### src/rtl/serial_link_pkg.sv
// rtl/serial_link_pkg.sv - shared constants and state encoding for the serial audio link
package serial_link_pkg;

    localparam int DATA_BITS            = 8;
    localparam int DEFAULT_CLKS_PER_BIT = 434;

    typedef enum logic [2:0] {
        IDLE   = 3'd0,
        START  = 3'd1,
        DATA   = 3'd2,
        PARITY = 3'd3,
        STOP   = 3'd4,
        BREAK  = 3'd5
    } rx_state_t;

endpackage

### src/rtl/serial_bit_sync.sv
// rtl/serial_bit_sync.sv - two-flop synchronizer with configurable reset value
//
// Ports:
//   i_clk    : system clock
//   i_resetn : synchronous active-low reset, loads RESET_VAL into both flops
//   i_d      : asynchronous input
//   o_q      : synchronized output
module serial_bit_sync #(
    parameter logic RESET_VAL = 1'b1
) (
    input  logic i_clk,
    input  logic i_resetn,
    input  logic i_d,
    output logic o_q
);

    logic r_meta;
    logic r_sync;

    always_ff @(posedge i_clk) begin
        if (!i_resetn) begin
            r_meta <= RESET_VAL;
            r_sync <= RESET_VAL;
        end else begin
            r_meta <= i_d;
            r_sync <= r_meta;
        end
    end

    assign o_q = r_sync;

endmodule

### src/rtl/sipo_serial_receiver.sv
// rtl/sipo_serial_receiver.sv - serial-to-parallel receiver: start, 8 LSB-first data bits, optional even parity, stop
//
// Build option: define SERIAL_RX_PARITY_EN to expect an even-parity bit after data bit 7.
//
// Ports:
//   CLOCK_50      : system clock, rising edge
//   Reset_n       : synchronous active-low reset
//   Serial_In     : asynchronous serial line, idle high
//   Rx_Data       : last correctly framed byte
//   Rx_Valid      : one-cycle strobe when Rx_Data updates
//   Framing_Error : one-cycle strobe on a low stop bit
//   Parity_Error  : one-cycle strobe on parity mismatch (0 without parity)
//   Rx_Busy       : high whenever the receiver is not idle
module sipo_serial_receiver
    import serial_link_pkg::*;
#(
    parameter int CLKS_PER_BIT = DEFAULT_CLKS_PER_BIT
) (
    input  logic                 CLOCK_50,
    input  logic                 Reset_n,
    input  logic                 Serial_In,
    output logic [DATA_BITS-1:0] Rx_Data,
    output logic                 Rx_Valid,
    output logic                 Framing_Error,
    output logic                 Parity_Error,
    output logic                 Rx_Busy
);

    localparam int            CW       = $clog2(CLKS_PER_BIT);
    localparam logic [CW-1:0] CNT_FULL = CW'(CLKS_PER_BIT - 1);
    localparam logic [CW-1:0] CNT_HALF = CW'(CLKS_PER_BIT / 2 - 1);
    localparam logic [2:0]    LAST_IDX = 3'(DATA_BITS - 1);

    logic                 w_rx_s;
    rx_state_t            r_state, w_state_next;
    logic [CW-1:0]        r_cnt, w_cnt_next;
    logic [2:0]           r_idx, w_idx_next;
    logic [DATA_BITS-1:0] r_shift, w_shift_next;
    logic [DATA_BITS-1:0] r_data, w_data_next;
    logic                 r_valid, w_valid_next;
    logic                 r_ferr, w_ferr_next;
`ifdef SERIAL_RX_PARITY_EN
    logic                 r_par, w_par_next;
    logic                 r_perr, w_perr_next;
    logic                 w_par_ok;

    // Even parity: data bits plus parity bit hold an even number of ones.
    assign w_par_ok = ~(^{r_shift, r_par});
`endif

    serial_bit_sync #(.RESET_VAL(1'b1)) u_sync (
        .i_clk    (CLOCK_50),
        .i_resetn (Reset_n),
        .i_d      (Serial_In),
        .o_q      (w_rx_s)
    );

    always_ff @(posedge CLOCK_50) begin
        if (!Reset_n) begin
            r_state <= IDLE;
            r_cnt   <= '0;
            r_idx   <= '0;
            r_shift <= '0;
            r_data  <= '0;
            r_valid <= 1'b0;
            r_ferr  <= 1'b0;
`ifdef SERIAL_RX_PARITY_EN
            r_par   <= 1'b0;
            r_perr  <= 1'b0;
`endif
        end else begin
            r_state <= w_state_next;
            r_cnt   <= w_cnt_next;
            r_idx   <= w_idx_next;
            r_shift <= w_shift_next;
            r_data  <= w_data_next;
            r_valid <= w_valid_next;
            r_ferr  <= w_ferr_next;
`ifdef SERIAL_RX_PARITY_EN
            r_par   <= w_par_next;
            r_perr  <= w_perr_next;
`endif
        end
    end

    always_comb begin
        w_state_next = r_state;
        w_cnt_next   = r_cnt;
        w_idx_next   = r_idx;
        w_shift_next = r_shift;
        w_data_next  = r_data;
        w_valid_next = 1'b0;
        w_ferr_next  = 1'b0;
`ifdef SERIAL_RX_PARITY_EN
        w_par_next   = r_par;
        w_perr_next  = 1'b0;
`endif
        case (r_state)
            IDLE: begin
                w_cnt_next = '0;
                w_idx_next = '0;
                if (!w_rx_s) w_state_next = START;
            end
            START: begin
                // Mid-start resample rejects short low glitches.
                if (r_cnt == CNT_HALF) begin
                    w_cnt_next   = '0;
                    w_idx_next   = '0;
                    w_state_next = w_rx_s ? IDLE : DATA;
                end else begin
                    w_cnt_next = r_cnt + CW'(1);
                end
            end
            DATA: begin
                if (r_cnt == CNT_FULL) begin
                    w_cnt_next           = '0;
                    w_shift_next[r_idx]  = w_rx_s;
                    if (r_idx == LAST_IDX) begin
`ifdef SERIAL_RX_PARITY_EN
                        w_state_next = PARITY;
`else
                        w_state_next = STOP;
`endif
                    end else begin
                        w_idx_next = r_idx + 3'd1;
                    end
                end else begin
                    w_cnt_next = r_cnt + CW'(1);
                end
            end
`ifdef SERIAL_RX_PARITY_EN
            PARITY: begin
                if (r_cnt == CNT_FULL) begin
                    w_cnt_next   = '0;
                    w_par_next   = w_rx_s;
                    w_state_next = STOP;
                end else begin
                    w_cnt_next = r_cnt + CW'(1);
                end
            end
`endif
            STOP: begin
                if (r_cnt == CNT_FULL) begin
                    w_cnt_next = '0;
                    if (w_rx_s) begin
                        w_state_next = IDLE;
`ifdef SERIAL_RX_PARITY_EN
                        if (w_par_ok) begin
                            w_data_next  = r_shift;
                            w_valid_next = 1'b1;
                        end else begin
                            w_perr_next = 1'b1;
                        end
`else
                        w_data_next  = r_shift;
                        w_valid_next = 1'b1;
`endif
                    end else begin
                        // Line still low: wait for it to return high before rearming.
                        w_ferr_next  = 1'b1;
                        w_state_next = BREAK;
                    end
                end else begin
                    w_cnt_next = r_cnt + CW'(1);
                end
            end
            BREAK: begin
                w_cnt_next = '0;
                if (w_rx_s) w_state_next = IDLE;
            end
            default: begin
                w_state_next = IDLE;
                w_cnt_next   = '0;
            end
        endcase
    end

    assign Rx_Data       = r_data;
    assign Rx_Valid      = r_valid;
    assign Framing_Error = r_ferr;
`ifdef SERIAL_RX_PARITY_EN
    assign Parity_Error  = r_perr;
`else
    assign Parity_Error  = 1'b0;
`endif
    assign Rx_Busy       = (r_state != IDLE);

endmodule

### config.mk
export PLATFORM = sky130hd
export DESIGN_NAME = sipo_serial_receiver
export DESIGN_NICKNAME = d
export VERILOG_FILES = /design/src/rtl/serial_link_pkg.sv /design/src/rtl/serial_bit_sync.sv /design/src/rtl/sipo_serial_receiver.sv
export SDC_FILE = /design/constraint.sdc
export NUM_CORES = 1
export LEC_CHECK = 0
export ABC_CLOCK_PERIOD_IN_PS = 3900
export BUFFER_PORTS_ARGS = -buffer_cell sky130_fd_sc_hd__buf_4
export CAP_MARGIN = 20
export CORE_AREA = 2 2 59 61
export CTS_BUF_LIST = sky130_fd_sc_hd__clkbuf_4 sky130_fd_sc_hd__clkbuf_8
export CTS_CLUSTER_DIAMETER = 150
export DETAILED_ROUTE_END_ITERATION = 10
export DIE_AREA = 0 0 61 63
export GPL_TIMING_DRIVEN = 0
export HOLD_SLACK_MARGIN = 0.08
export PLACE_DENSITY = 0.73
export SKIP_LAST_GASP = 1
export SYNTH_ARGS = -nofsm -noshare
export SYNTH_HDL_FRONTEND = slang
export SYNTH_SLANG_ARGS = --single-unit
### constraint.sdc
create_clock -name CLOCK_50 -period 3.9 [get_ports CLOCK_50]
set_input_delay 0.195 -clock CLOCK_50 [delete_from_list [all_inputs] [get_ports CLOCK_50]]
set_output_delay 0.195 -clock CLOCK_50 [all_outputs]
set_load 0.01 [all_outputs]
Word level (Yosys, flattened, before mapping)
Index checks and enable logic that the tools add are counted.
{ "classes": {"n_addsub": 2, "n_lt_le_gt_ge": 2, "n_eq_ne": 14, "multipliers": 0, "n_reduce_logical": 10, "div_mod_pow": 0, "shift": 0, "muxes": 21, "n_bitwise": 0} }
{ "ops": {"columns": ["operator", "count"], "rows": [
  ["$mux 3", 10],
  ["$mux 9", 2],
  ["$pmux 9 s2", 1],
  ["$pmux 3 s5", 1],
  ["$ne 2x2->1 const B", 6],
  ["$add 9x1->9 const B", 1],
  ["$eq 3x3->1 const B", 3],
  ["$eq 9x8->1 const B", 1],
  ["$eq 9x9->1 const B", 1],
  ["$pmux 3 s3", 1],
  ["$bwmux 8", 1],
  ["$reduce_and 3->1", 2],
  ["$reduce_and 6->1", 1],
  ["$reduce_bool 3->1", 2],
  ["$lt 3x4->1 const B", 1],
  ["$reduce_and 4->1", 1],
  ["$add 3x1->3 const B", 1],
  ["$demux 1 s3", 1],
  ["$eq 3x1->1 const B", 1],
  ["$eq 3x2->1 const B", 1],
  ["$ge 3x1->1 const B", 1],
  ["$logic_not 3->1", 1],
  ["$mux 1", 3],
  ["$mux 2", 1],
  ["4 further kinds", 4]
]} }
{ "word_totals": {"rom_bits": 0, "ramBits": 0, "n_memories": 0, "input_bits": 3, "out_inout_bits": 12, "register_bits": 35, "latch_bits": 0} }

Longest topological paths before layout
Gate-level depths: netlist of run 1.
{ "logic_depth": {"ltp_word": 5, "depth_mapped": 6} }

Modules after synthesis
Synthesis of run 1 repeated with hierarchy kept, for this count alone.
{ "hier_totals": {"hier_cells": 173, "hier_area_um2": 1700.4} }
{ "modules_own_cells": {"columns": ["module", "seq_area_each_um2", "n_inst", "cells_per_inst", "area_per_inst_um2"], "rows": [
  ["sipo_serial_receiver", 660.6, 1, 169, 1647.8],
  ["serial_bit_sync", 40.0, 1, 4, 52.6]
]} }

Worst setup path before layout of run 1
Ideal clock, no wire load.
{ "synth_timing": {"path_kind": "register -> register", "startpoint": "reg r_cnt[0]", "endpoint": "reg r_state[2]", "slack_ps": 2191, "stages_incl_launch_ff": 6, "period_less_slack_ps": 1709, "required_ps": 3779, "t_arrival_ps": 1588, "setup_ps": 121, "cell_sequence": "dfxtp_1 -> ha_1 -> and4bb_4 -> a211oi_4 -> nor4_4 -> mux2_4"} }
{ "synth_between": {"elab_chain_len": 3, "word_cells_on_any_way": 6, "classes_between": "5 x eq/ne; 1 x reduce/logical"} }
{ "synth_rtl": {"columns": ["item", "line", "source"], "rows": [
  ["start, declared", "sipo_serial_receiver.sv:36", "logic [CW-1:0] r_cnt, w_cnt_next;"],
  ["start signal, assigned", "sipo_serial_receiver.sv:73", "r_cnt <= w_cnt_next;"],
  ["$eq 9x9->1 / $eq 9x8->1 (equally long branches)", "sipo_serial_receiver.sv:115, sipo_serial_receiver.sv:143, sipo_serial_receiver.sv:106", null],
  ["$ne 2x2->1 (no line)", null, null],
  ["$reduce_and 6->1 (no line) (*)", null, null],
  ["end signal, assigned", "sipo_serial_receiver.sv:72", "r_state <= w_state_next;"],
  ["end, declared", "sipo_serial_receiver.sv:35", "rx_state_t r_state, w_state_next;"]
]} }
Mark *: on every way between the ends. The rest lies on a longest branch, timed or not.
A chain may end at the register's enable or synchronous reset.

Final worst setup path of run 1
Ends and elaborated chain as after synthesis.

==> impl_results.rst, run 1 <==
.. list-table::
   :header-rows: 1

   * - Metric
     - Value
   * - First-pass GRT wire length
     - 5560 um
   * - Routed wire length
     - 3220 um
   * - Post-synth net total
     - 182
   * - Hold Path Class
     - in2reg
   * - Setup repair after global routing missed its margin
     - false
   * - Clock tree from TritonCTS
     - built
   * - R2R setup slack
     - 2.04 ns
   * - Inst Count DP
     - 233
   * - Area growth, synth to finish
     - 14.3%
   * - Hold endpoint
     - Framing_Error$_SDFF_PN0_
   * - Setup Slack @ Placement
     - 2.06 ns
   * - Via count of the first global-routing pass
     - 1261
   * - Maximum VDD drop
     - 0.226 mV
   * - Count of standard-cell rows
     - 21
   * - Pin count of the biggest net entering global routing
     - 13
   * - Violation count after the first detailed-route iteration
     - 45
   * - Netlist cell types
     - 45
   * - Finished Core Util
     - 0.608
   * - Total number of clock tree sinks
     - 35
   * - Yosys warning count
     - 0
   * - Largest fanout of any net on the critical path
     - 6
   * - Peak per-stage delay on the critical path
     - 0.43 ns
   * - Worst hold path depth
     - 3
   * - Clk pin slew, worst setup/hold paths
     - 0.11 ns
   * - Worst clock skew
     - 0.00942 ns
   * - Number of remaining DRC errors
     - 0
   * - Total count of max-transition violations in the final report
     - 0
   * - Proportion of layout cells with a drive suffix above 1
     - 0.209
   * - Number of detailed-routing iterations run before antenna repair
     - 4
   * - Placeable Area
     - 3230 sq um
   * - Fillers
     - 291
   * - Global-route track usage on met2
     - 0.288
   * - Startpoint-to-endpoint class of the critical path
     - reg2reg
   * - Share of the clock period used by the worst path
     - 0.477
   * - Number of buffers on the longest clock path
     - 2
   * - Peak Freq
     - 0.538 GHz
   * - Mapped Cells
     - 174
   * - IO Count
     - 15
   * - Final count of negative-setup-slack endpoints
     - 0
   * - Root Buffer
     - clkbuf_4
   * - Pwr Density
     - 382 nW/um^2
   * - Cells along the critical path
     - ha_1, and4bb_4, a211oi_4, nor4_4, mux2_4
   * - Routed wire per std cell
     - 13.3 um
   * - Die X
     - 61 um
   * - Most utilized layer in the global route result
     - met2
   * - Slowest CP cell
     - dfxtp_1
   * - Max-cap violations
     - 0
   * - Residual antenna-violating net count after detailed routing
     - 0
   * - Clock buffers created by TritonCTS
     - 5
   * - Mean area per synthesized cell
     - 9.87 sq um
   * - Die ar.
     - 3840 sq um
   * - Via density
     - 5.28
   * - Antenna diode count
     - 0
   * - Net total in the final layout
     - 203
   * - Number of port buffers
     - 13
   * - Outcome
     - finished, final reports clean
   * - Vias
     - 1278
   * - Critical path launch point type
     - flip-flop
   * - Launching element of the worst setup path
     - r_cnt[0]$_SDFF_PN0_
   * - Launch instance of the worst min-delay path
     - Reset_n
   * - Data arrival time of the critical path
     - 2.10 ns
   * - Number of enable-type register cells in the synthesized netlist
     - 0
   * - Die Ht
     - 63 um
   * - Met1 layer usage reported by global route
     - 0.242
   * - Max-slew headroom at the worst pin
     - 0.643
   * - Post-synth top flop
     - dfxtp_1
   * - Element type at the critical path end
     - flip-flop
   * - Final-layout setup total negative slack
     - 0 ns
   * - Starting Density
     - 0.532
   * - Grt met3 use
     - 0.0683
   * - Share of the yosys chip area belonging to registers
     - 0.408
   * - Area of the mapped netlist
     - 1720 sq um
   * - Total half-perimeter wirelength after legalization and detailed placement
     - 2300 um
   * - Number of levels in the clock H-tree
     - 2
   * - Antenna violations before repair
     - 0
   * - Final critical-path required period
     - 1.86 ns
   * - Worst path required time
     - 4.14 ns
   * - Total power draw
     - 751 uW
   * - Number of synthesized register bits
     - 35
   * - Number of hold violations in the final report
     - 0
   * - Final worst-path setup slack
     - 2.04 ns
   * - Worst r2r src
     - r_cnt[0]$_SDFF_PN0_
   * - Clk_lat worst skew
     - 0.35 ns
   * - Final Non-Filler Cells
     - 242
   * - Overflow left after global routing
     - 0
   * - LEAKAGE
     - 0.000817 uW
   * - Global routing usage summed across all routing layers
     - 0.190
   * - Weighted congestion at the end of routability-driven global placement
     - 0.843
   * - Worst Reg2Reg Path Length in Cells
     - 5
   * - Transition at the pin with the smallest max-transition slack
     - 0.528 ns
   * - Capture point of the worst reg-to-reg path
     - r_state[2]$_SDFFE_PN0P_
   * - Proportion of synthesized flip-flops having asynchronous set or reset
     - 0
==> layout make-up <==
cell class	count	area (sq um)	share of cell area
Tap cell	46	57.6	0.0293
Clock inverter	3	43.8	0.0223
Inverter	6	22.5	0.0115
Timing Repair Buffer	14	108	0.0548
Multi-Input combinational cell	122	930	0.473
Buffer	11	65.1	0.0331
Clock buffer	5	37.5	0.0191
Sequential cell	35	701	0.357
==> cells in the mapped netlist, types with 2 or more instances <==
library cell  count  area share
nand2_1          20       0.044
buf_4             2      0.0087
nor2_1           23       0.050
nand3_1           7       0.020
ha_1              5       0.036
inv_1             6       0.013
nand2b_1          3       0.011
nor3b_1           2      0.0087
xnor2_1           3       0.015
nand3b_1          3       0.013
nor3b_2           2       0.015
nor4_1            2      0.0073
mux2i_1          18        0.10
dfxtp_1          35        0.41
nor3_1            2      0.0058
xor2_1            4       0.020
and4_1            2       0.010
buf_6             2       0.013
clkbuf_1          4      0.0087
nand4_2           2       0.015
and4b_1           2       0.012
buf_1             2      0.0044
==> report_power, final <==
group	switching [uW]	total, uW	internal (uW)
registers	3.34	367	363
clock network	125	259	135
logic	72.2	125	52.8
==> cell usage in the layout, fill, tap and decap left out, types with 3 or more instances in the layout <==
master / Yosys / final
clkbuf_4: 0 / 5
nand2b_1: 3 / 3
nand3_1: 7 / 7
xnor2_1: 3 / 3
ha_1: 5 / 5
xor2_1: 4 / 4
buf_4: 2 / 15
nor2_1: 23 / 23
dfxtp_1: 35 / 35
nand3b_1: 3 / 3
inv_1: 6 / 6
nand2_1: 20 / 20
mux2i_1: 18 / 18
clkbuf_1: 4 / 4
==> repair_timing <==
item,4_1_cts,5_1_grt
endpoints found under the hold margin,1,0
setup buffers,0,0
hold buffers,1,0
gates resized for setup,0,0
==> critical path: cells and delay by family (launching register included) <==
| kind | cells | cell delay, ns |
|---|---|---|
| AO/OA/AOI/OAI | 1 | 0.09 |
| AND/OR/NAND/NOR | 2 | 0.72 |
| multiplexers | 1 | 0.33 |
| flip-flops | 1 | 0.43 |
| adder cells (fa/ha/maj) | 1 | 0.18 |
==> per-layer routing <==
| metal | vias to the layer above | wire [um] |
|---|---|---|
| li1 | 643 | - |
| met5 | - | 0 |
| met1 | 610 | 1510 |
| met3 | 7 | 114 |
| met4 | 0 | 74 |
| met2 | 18 | 1520 |
==> flip-flops by register name (all words and copies together), names as in the netlist <==
signal and flops:
Rx_Data 8, r_cnt 9, Framing_Error 1, Rx_Valid 1
r_shift 8, r_idx 3, u_sync.o_q 1, u_sync.r_meta 1
r_state 3
==> worst max-delay path by stage <==
| stage | end | slack [ns] | cells after the start |
|---|---|---|---|
| after floorplan | r_state[2]$_SDFFE_PN0P_ | 2.19 | 5 |
| after global placement | r_state[2]$_SDFFE_PN0P_ | 2.11 | 5 |
| after detailed placement | r_state[2]$_SDFFE_PN0P_ | 2.06 | 5 |
| after CTS | r_state[2]$_SDFFE_PN0P_ | 2.03 | 5 |
| after global routing | r_state[2]$_SDFFE_PN0P_ | 1.96 | 5 |
| final | r_state[2]$_SDFFE_PN0P_ | 2.04 | 5 |
==> stage by stage <==
stage	hold slack, ns	instance area, sq um
3_3_place_gp	0.382	1870
5_1_grt	0.157	1960
3_5_place_dp	0.382	1870
6_report	0.161	1960
2_1_floorplan	0.296	1720
4_1_cts	0.148	1960
==> cells by family after synthesis <==
kind of cell,synth area share
AO/OA/AOI/OAI,0.0721
XOR/XNOR,0.0517
adder cells (fa/ha/maj),0.0364
buffers and inverters,0.0510
flip-flops,0.408
multiplexers,0.114
other,0.00218
AND/OR/NAND/NOR,0.265
(Power assumes the default switching activity.)
==> inputs of run 2 (changes only) <==
- ABC_CLOCK_PERIOD_IN_PS: 3900 -> 1700
- PLACE_DENSITY: 0.73 -> 0.76
- clock period: 3.9 -> 1.7 ns (I/O delays scaled with it)
==> run 2 against run 1 <==
  * First-iteration DRC count is the same
  * Hold slack gained 0.26 ns
  * Worst setup slack worse by 2.0 ns
  * Global-route usage grew 0.80 points
  * Sequential share of layout area is 2.7 points lower
  * Register-to-register slack worse by 2.0 ns
  * Sequential cell count did not move
  * Non-clock buffer count grew 8
  * Cell area grew 9.7%
==> impl_results.rst, run 2 (synthesis results as in run 1) <==
.. list-table::
   :header-rows: 1

   * - Metric
     - Value
   * - Clock power frac
     - 0.330 (was 0.345)
   * - Transition at the pin with the smallest max-transition slack
     - 0.523 ns (was 0.528 ns)
   * - Worst path required time
     - 1.97 ns (was 4.14 ns)
   * - Max-slew headroom at the worst pin
     - 0.651 (was 0.643)
   * - Vias
     - 1320 (was 1278)
   * - Routed wire length
     - 3460 um (was 3220 um)
   * - Cells along the critical path
     - nor4b_4, a21boi_4, nor4_4, buf_4, mux2i_1 (was ha_1, and4bb_4, a211oi_4, nor4_4, mux2_4)
   * - LEAKAGE
     - 0.000876 uW (was 0.000817 uW)
   * - Hold Path Class
     - reg2reg (was in2reg)
   * - Worst r2r src
     - r_cnt[8]$_SDFF_PN0_ (was r_cnt[0]$_SDFF_PN0_)
   * - Die X
     - 61 um (unchanged)
   * - Pwr Density
     - 837 nW/um^2 (was 382 nW/um^2)
   * - Number of detailed-routing iterations run before antenna repair
     - 4 (unchanged)
   * - Combinational power share
     - 0.202 (was 0.166)
   * - Final Non-Filler Cells
     - 250 (was 242)
   * - Buffer and inverter count on the worst path
     - 1 (was 0)
   * - Weighted congestion at the end of routability-driven global placement
     - 0.846 (was 0.843)
   * - Count of standard-cell rows
     - 21 (unchanged)
   * - Residual antenna-violating net count after detailed routing
     - 0 (unchanged)
   * - Startpoint-to-endpoint class of the critical path
     - reg2reg (unchanged)
   * - Number of port buffers
     - 13 (unchanged)
   * - Placed cell area
     - 1870 sq um (unchanged)
   * - IO Count
     - 15 (unchanged)
   * - Most common library cell in the layout ignoring fill and taps
     - dfxtp_1 (unchanged)
   * - Overflow left after global routing
     - 0 (unchanged)
   * - Largest fanout of any net on the critical path
     - 3 (was 6)
   * - Via count of the first global-routing pass
     - 1330 (was 1261)
   * - Clk pin slew, worst setup/hold paths
     - 0.11 ns (about the same)
   * - Peak per-stage delay on the critical path
     - 0.38 ns (was 0.43 ns)
   * - Proportion of layout cells with a drive suffix above 1
     - 0.314 (was 0.209)
   * - Inst Count DP
     - 233 (unchanged)
   * - Placeable Area
     - 3230 sq um (unchanged)
   * - Number of remaining DRC errors
     - 0 (unchanged)
   * - Global routing usage summed across all routing layers
     - 0.198 (was 0.190)
   * - First-pass GRT wire length
     - 5800 um (was 5560 um)
   * - Number of levels in the clock H-tree
     - 2 (unchanged)
   * - Proportion of power drawn by flip-flops and latches
     - 0.468 (was 0.488)
   * - Clock tree from TritonCTS
     - built (unchanged)
   * - Total number of clock tree sinks
     - 35 (unchanged)
   * - Number of flip-flops under the largest register name
     - 9 (unchanged)
   * - Element type at the critical path end
     - flip-flop (unchanged)
   * - Total half-perimeter wirelength after legalization and detailed placement
     - 2230 um (was 2300 um)
   * - Setup repair after global routing missed its margin
     - true (was false)
   * - Area growth, synth to finish
     - 25.5% (was 14.3%)
   * - Sw Pwr
     - 485 uW (was 200 uW)
   * - Final worst-path setup slack
     - 0.0409 ns (was 2.04 ns)
   * - Peak Freq
     - 0.603 GHz (was 0.538 GHz)
   * - Data arrival time of the critical path
     - 1.93 ns (was 2.10 ns)
   * - Total power draw
     - 1800 uW (was 751 uW)
   * - Number of hold violations in the final report
     - 0 (unchanged)
   * - Total count of max-transition violations in the final report
     - 0 (unchanged)
   * - Critical path launch point type
     - flip-flop (unchanged)
   * - Worst clock skew
     - 0.00535 ns (was 0.00942 ns)
   * - Routed wire per std cell
     - 13.8 um (was 13.3 um)
   * - Switch share
     - 0.269 (was 0.266)
   * - Antenna violations before repair
     - 0 (unchanged)
   * - Final count of negative-setup-slack endpoints
     - 0 (unchanged)
   * - Die Ht
     - 63 um (unchanged)
   * - Die ar.
     - 3840 sq um (unchanged)
   * - Share of the clock period used by the worst path
     - 0.976 (was 0.477)
   * - Clk_lat worst skew
     - 0.34 ns (was 0.35 ns)
   * - Pin count of the biggest net entering global routing
     - 13 (unchanged)
   * - Outcome
     - finished, final reports clean (unchanged)
   * - Final critical-path required period
     - 1.66 ns (was 1.86 ns)
   * - Top library cells by usage in the layout, fill and taps aside
     - dfxtp_1 (29), buf_4 (23), nor2_1 (23) (was dfxtp_1 (35), nor2_1 (23), nand2_1 (20))
   * - Setup Slack @ Placement
     - -0.115 ns (was 2.06 ns)
   * - Clock buffers created by TritonCTS
     - 5 (unchanged)
   * - Number of buffers on the longest clock path
     - 2 (unchanged)
   * - Fillers
     - 258 (was 291)
   * - Post-route cell area
     - 2160 sq um (was 1960 sq um)
   * - Root Buffer
     - clkbuf_4 (unchanged)
   * - Launching element of the worst setup path
     - r_cnt[8]$_SDFF_PN0_ (was r_cnt[0]$_SDFF_PN0_)
   * - Final-layout setup total negative slack
     - 0 ns (unchanged)
   * - Violation count after the first detailed-route iteration
     - 45 (unchanged)
   * - Starting Density
     - 0.532 (unchanged)
   * - Max-cap violations
     - 0 (unchanged)
   * - Slowest CP cell
     - dfxtp_1 (unchanged)
   * - Register with the most flip-flops
     - r_cnt (unchanged)
   * - Internal cell power
     - 1320 uW (was 551 uW)
   * - Crit path max-delay family
     - simple AND/OR/NAND/NOR gates (unchanged)
   * - Via density
     - 5.28 (about the same)
   * - Launch instance of the worst min-delay path
     - u_sync.r_meta$_SDFF_PN1_ (was Reset_n)
   * - Maximum VDD drop
     - 0.521 mV (was 0.226 mV)
   * - Net total in the final layout
     - 211 (was 203)
   * - Antenna diode count
     - 0 (unchanged)
## run 2: cell count changes in the layout (fill, tap and decap cells not counted), moves of 2 or more
cell     before  now
ha_4          0    2
buf_4        15   23
dfxtp_1      35   29
nand4_4       0    2
ha_1          5    2
inv_1         6    4
nand4_2       2    0
inv_4         0    2
dfxtp_2       0    5
## run 2: final timing paths
path | to | slack, ns | cells past startpoint
worst min-delay path | u_sync.o_q$_SDFF_PN1_ | 0.43 | 1
worst max-delay path | r_state[0]$_SDFFE_PN0P_ | 0.04 | 5
worst min register to register | u_sync.o_q$_SDFF_PN1_ | 0.43 | 1
worst max register to register | r_state[0]$_SDFFE_PN0P_ | 0.04 | 5
## run 2: power by group through the flow
stage	Combinational (uW)	Clock, uW	Sequential [uW]
2_1_floorplan	224	0	857
3_3_place_gp	272	0	859
3_5_place_dp	280	0	859
4_1_cts	310	610	840
5_1_grt	391	645	847
6_report	364	596	844
## run 2: metal layers
layer	GRT usage	wire length [um]
met1	0.245	1480
met2	0.321	1800
met3	0.0435	106
met4	0.0870	68
met5	0	0
## run 2: metrics by stage
step,hold WS (ns),util
3_3_place_gp,0.267,0.580
4_1_cts,0.436,0.630
6_report,0.425,0.667
5_1_grt,0.441,0.667
3_5_place_dp,0.271,0.580
2_1_floorplan,0.186,-
## run 2: final cells by class
type | count | area [sq um] | share of cell area
multi-input combinational | 122 | 1030 | 0.478
clock buffer | 5 | 37.5 | 0.0174
timing repair buffer | 23 | 178 | 0.0824
clock inverter | 3 | 43.8 | 0.0203
buffer | 10 | 71.3 | 0.0331
inverter | 6 | 27.5 | 0.0128
sequential | 35 | 711 | 0.330
tap | 46 | 57.6 | 0.0267
## run 2: what timing repair did
item	4_1_cts	5_1_grt
gates resized for setup	7	23
buffers inserted	4	4
gates cloned	0	0
hold buffers	2	0
hold endpoints to repair	2	0
endpoints found under the setup margin	5	25
pin swaps	3	6
==> inputs of run 3 (changes only) <==
- ABC_AREA: unset -> 1
- PLACE_DENSITY: 0.76 -> 0.75
==> run 3 against run 2 <==
  * Global-route usage decreased by 0.37 points
  * Register-to-register slack improved by 0.13 ns
  * Hold slack improved by 0.0011 ns
  * Largest power group unchanged
==> impl_results.rst, run 3 <==
.. list-table::
   :header-rows: 1

   * - Metric
     - Value
   * - Outcome
     - finished, final reports clean (unchanged)
   * - Die Ht
     - 63 um (unchanged)
   * - Number of levels in the clock H-tree
     - 2 (unchanged)
   * - Placed cell area
     - 1850 sq um (was 1870 sq um)
   * - Starting Density
     - 0.523 (was 0.532)
   * - Critical path launch point type
     - flip-flop (unchanged)
   * - Setup repair after global routing missed its margin
     - false (was true)
   * - Routed wire length
     - 3080 um (was 3460 um)
   * - Worst path required time
     - 1.95 ns (was 1.97 ns)
   * - Global routing usage summed across all routing layers
     - 0.194 (was 0.198)
   * - Mapped Cells
     - 240 (was 174)
   * - Number of flip-flops under the largest register name
     - 9 (unchanged)
   * - Number of hold violations in the final report
     - 0 (unchanged)
   * - Area growth, synth to finish
     - 14.2% (was 25.5%)
   * - Top post-synthesis cells by count
     - nand2_1 (51), nor2_1 (50), dfxtp_1 (35) (was dfxtp_1 (35), nor2_1 (23), nand2_1 (20))
   * - Total count of max-transition violations in the final report
     - 0 (unchanged)
   * - Maximum VDD drop
     - 0.629 mV (was 0.521 mV)
   * - Setup Slack @ Placement
     - 0.174 ns (was -0.115 ns)
   * - Worst r2r src
     - r_cnt[0]$_SDFF_PN0_ (was r_cnt[8]$_SDFF_PN0_)
   * - Total number of clock tree sinks
     - 35 (unchanged)
   * - Startpoint-to-endpoint class of the critical path
     - reg2reg (unchanged)
   * - Hold Path Class
     - reg2reg (unchanged)
   * - Proportion of layout cells with a drive suffix above 1
     - 0.175 (was 0.314)
   * - Post-synth net total
     - 248 (was 182)
   * - Total power draw
     - 2030 uW (was 1800 uW)
   * - Root Buffer
     - clkbuf_4 (unchanged)
   * - Antenna diode count
     - 0 (unchanged)
   * - Worst hold path depth
     - 1 (unchanged)
   * - Residual antenna-violating net count after detailed routing
     - 0 (unchanged)
   * - R2R setup slack
     - 0.17 ns (was 0.04 ns)
   * - Routed wire per std cell
     - 9.97 um (was 13.8 um)
   * - Proportion of synthesized flip-flops having asynchronous set or reset
     - 0 (unchanged)
   * - Share of the clock period used by the worst path
     - 0.902 (was 0.976)
   * - Pin count of the biggest net entering global routing
     - 12 (was 13)
   * - Number of remaining DRC errors
     - 0 (unchanged)
   * - Pwr Density
     - 1050 nW/um^2 (was 837 nW/um^2)
   * - Number of synthesized register bits
     - 35 (unchanged)
   * - First-pass GRT wire length
     - 5620 um (was 5800 um)
   * - Vias
     - 1439 (was 1320)
   * - Most common library cell in the layout ignoring fill and taps
     - nand2_1 (was dfxtp_1)
   * - Count of standard-cell rows
     - 21 (unchanged)
   * - Number of buffers on the longest clock path
     - 2 (unchanged)
   * - LEAKAGE
     - 0.000885 uW (was 0.000876 uW)
   * - Worst Reg2Reg Path Length in Cells
     - 10 (was 5)
   * - Share of the yosys chip area belonging to registers
     - 0.414 (was 0.408)
   * - Worst clock skew
     - 0.00637 ns (was 0.00535 ns)
   * - Yosys warning count
     - 0 (unchanged)
   * - Netlist cell types
     - 30 (was 45)
   * - Mean area per synthesized cell
     - 7.05 sq um (was 9.87 sq um)
   * - Buffer count from post-CTS setup fixing
     - 0 (was 4)
   * - Total half-perimeter wirelength after legalization and detailed placement
     - 2180 um (was 2230 um)
   * - Final count of negative-setup-slack endpoints
     - 0 (unchanged)
   * - Top library cells by usage in the layout, fill and taps aside
     - nand2_1 (51), nor2_1 (50), dfxtp_1 (35) (was dfxtp_1 (29), buf_4 (23), nor2_1 (23))
   * - Antenna violations before repair
     - 0 (unchanged)
   * - Hold endpoint
     - u_sync.o_q$_SDFF_PN1_ (unchanged)
   * - Clock buffers created by TritonCTS
     - 5 (unchanged)
   * - Number of detailed-routing iterations run before antenna repair
     - 4 (unchanged)
   * - Main combinational cell family by area after synthesis
     - simple AND/OR/NAND/NOR gates (unchanged)
   * - Clock tree from TritonCTS
     - built (unchanged)
   * - Clk pin slew, worst setup/hold paths
     - 0.11 ns (about the same)
   * - Overflow left after global routing
     - 0 (unchanged)
   * - Violation count after the first detailed-route iteration
     - 70 (was 45)
   * - Post-synth top flop
     - dfxtp_1 (unchanged)
   * - Via density
     - 4.66 (was 5.28)
   * - Synth Area in Simple Gates
     - 0.369 (was 0.265)
   * - Largest fanout of any net on the critical path
     - 5 (was 3)
   * - Final critical-path required period
     - 1.53 ns (was 1.66 ns)
   * - Element type at the critical path end
     - flip-flop (unchanged)
   * - Share of cell area taken by muxes after synthesis
     - 0 (was 0.114)
   * - IO Count
     - 15 (unchanged)
   * - Register with the most flip-flops
     - r_cnt (unchanged)
   * - Final-layout setup total negative slack
     - 0 ns (unchanged)
   * - Max-cap violations
     - 0 (unchanged)
   * - Die X
     - 61 um (unchanged)
   * - Peak Freq
     - 0.652 GHz (was 0.603 GHz)
   * - Final worst-path setup slack
     - 0.167 ns (was 0.0409 ns)
   * - Adder and majority gate portion of the synthesized area
     - 0.0370 (was 0.0364)
   * - Via count of the first global-routing pass
     - 1342 (was 1330)
   * - Data arrival time of the critical path
     - 1.79 ns (was 1.93 ns)
   * - Cell taking the most area after synthesis
     - dfxtp_1 (unchanged)
   * - Clk_lat worst skew
     - 0.35 ns (was 0.34 ns)
   * - Most area-consuming cells after synthesis
     - dfxtp_1 (41%), nand2_1 (11%), nor2_1 (11%) (was dfxtp_1 (41%), mux2i_1 (10%), nor2_1 (5.0%))
   * - Launch instance of the worst min-delay path
     - u_sync.r_meta$_SDFF_PN1_ (unchanged)
   * - Fillers
     - 311 (was 258)
   * - Post-route cell area
     - 1930 sq um (was 2160 sq um)
   * - Placeable Area
     - 3230 sq um (unchanged)
   * - Capture point of the worst reg-to-reg path
     - r_state[0]$_SDFFE_PN0P_ (unchanged)
   * - Compound-gate portion of the synthesized area
     - 0.0599 (was 0.0721)
   * - Number of enable-type register cells in the synthesized netlist
     - 0 (unchanged)
   * - Net total in the final layout
     - 270 (was 211)
   * - Number of port buffers
     - 13 (unchanged)
   * - Weighted congestion at the end of routability-driven global placement
     - 0.814 (was 0.846)
   * - Dominant cell by count in the synthesized netlist
     - nand2_1 (was dfxtp_1)
   * - Finished Core Util
     - 0.598 (was 0.667)
   * - Area of the mapped netlist
     - 1690 sq um (was 1720 sq um)
   * - Post-synthesis share of cell area spent on xor and xnor gates
     - 0.0259 (was 0.0517)
   * - Die ar.
     - 3840 sq um (unchanged)
   * - Proportion of netlist area held by the largest area contributor
     - 0.414 (was 0.408)
[run 3: how the worst max path moves through the flow]
stage,from,endpoint,slack (ns),cells after the start
3_3_place_gp,r_cnt[0]$_SDFF_PN0_,Rx_Data[0]$_SDFFE_PN0P_,0.20,9
3_5_place_dp,r_cnt[0]$_SDFF_PN0_,Rx_Data[0]$_SDFFE_PN0P_,0.17,9
4_1_cts,r_cnt[0]$_SDFF_PN0_,Rx_Data[0]$_SDFFE_PN0P_,0.15,9
5_1_grt,r_cnt[1]$_SDFF_PN0_,Rx_Data[7]$_SDFFE_PN0P_,0.0004,10
2_1_floorplan,r_cnt[1]$_SDFF_PN0_,Rx_Data[5]$_SDFFE_PN0P_,0.33,10
6_report,r_cnt[0]$_SDFF_PN0_,r_state[0]$_SDFFE_PN0P_,0.17,10
[run 3: what timing repair did]
item	in CTS	in global routing
hold endpoints to repair	3	0
gates resized for setup	0	4
hold buffers	2	0
endpoints found under the setup margin	0	5
[run 3: area by class of cell]
type                            count  area [sq um]  share of cell area
Multi-Input combinational cell    169           841               0.435
Clock buffer                        6          45.0              0.0233
Clock inverter                      2          12.5             0.00648
Buffer                              6          42.5              0.0220
Tap cell                           46          57.6              0.0298
Timing Repair Buffer               15           118              0.0609
Sequential cell                    35           701               0.363
Inverter                           30           115              0.0596
[run 3: metrics by stage]
| stage | hold slack (ns) | instances |
|---|---|---|
| 4_1_cts | 0.427 | 309 |
| 5_1_grt | 0.444 | 309 |
| 2_1_floorplan | 0.192 | 240 |
| 3_5_place_dp | 0.281 | 299 |
| 6_report | 0.426 | 309 |
| 3_3_place_gp | 0.275 | 299 |
[run 3: critical path, cell delays in order, from the launching register on]
cell and delay (ns):
dfxtp_1 0.42, ha_1 0.20, nand2_1 0.06, nor2_1 0.12, nand2_2 0.11, nand2_1 0.09, nand2_2 0.08, nor2_2 0.17
nand2_1 0.08, nand2_1 0.06, nor2_1 0.04
[run 3: cells by family (layout without fill, tap and decap cells)]
| logic type | count (synthesis) | after routing |
|---|---|---|
| simple gates | 140 | 140 |
| compound gates | 18 | 18 |
| fa+ha+maj | 5 | 5 |
| buf+inv | 36 | 59 |
| flops | 35 | 35 |
| other cells | 1 | 1 |
| xor+xnor | 5 | 5 |
[run 3: routing by layer]
metal	vias to the layer above	global-route usage	wire, um
met2	19	0.298	1340
met5	-	0	0
met3	8	0.0704	101
met1	626	0.245	1560
li1	786	-	-
met4	0	0.0734	79
[run 3: where the power goes]
part | internal (uW) | leakage, uW | switching (uW) | total [uW]
logic | 213 | 0.000570 | 393 | 606
registers | 879 | 0.000283 | 82.0 | 961
clock network | 175 | 0.0000317 | 292 | 467
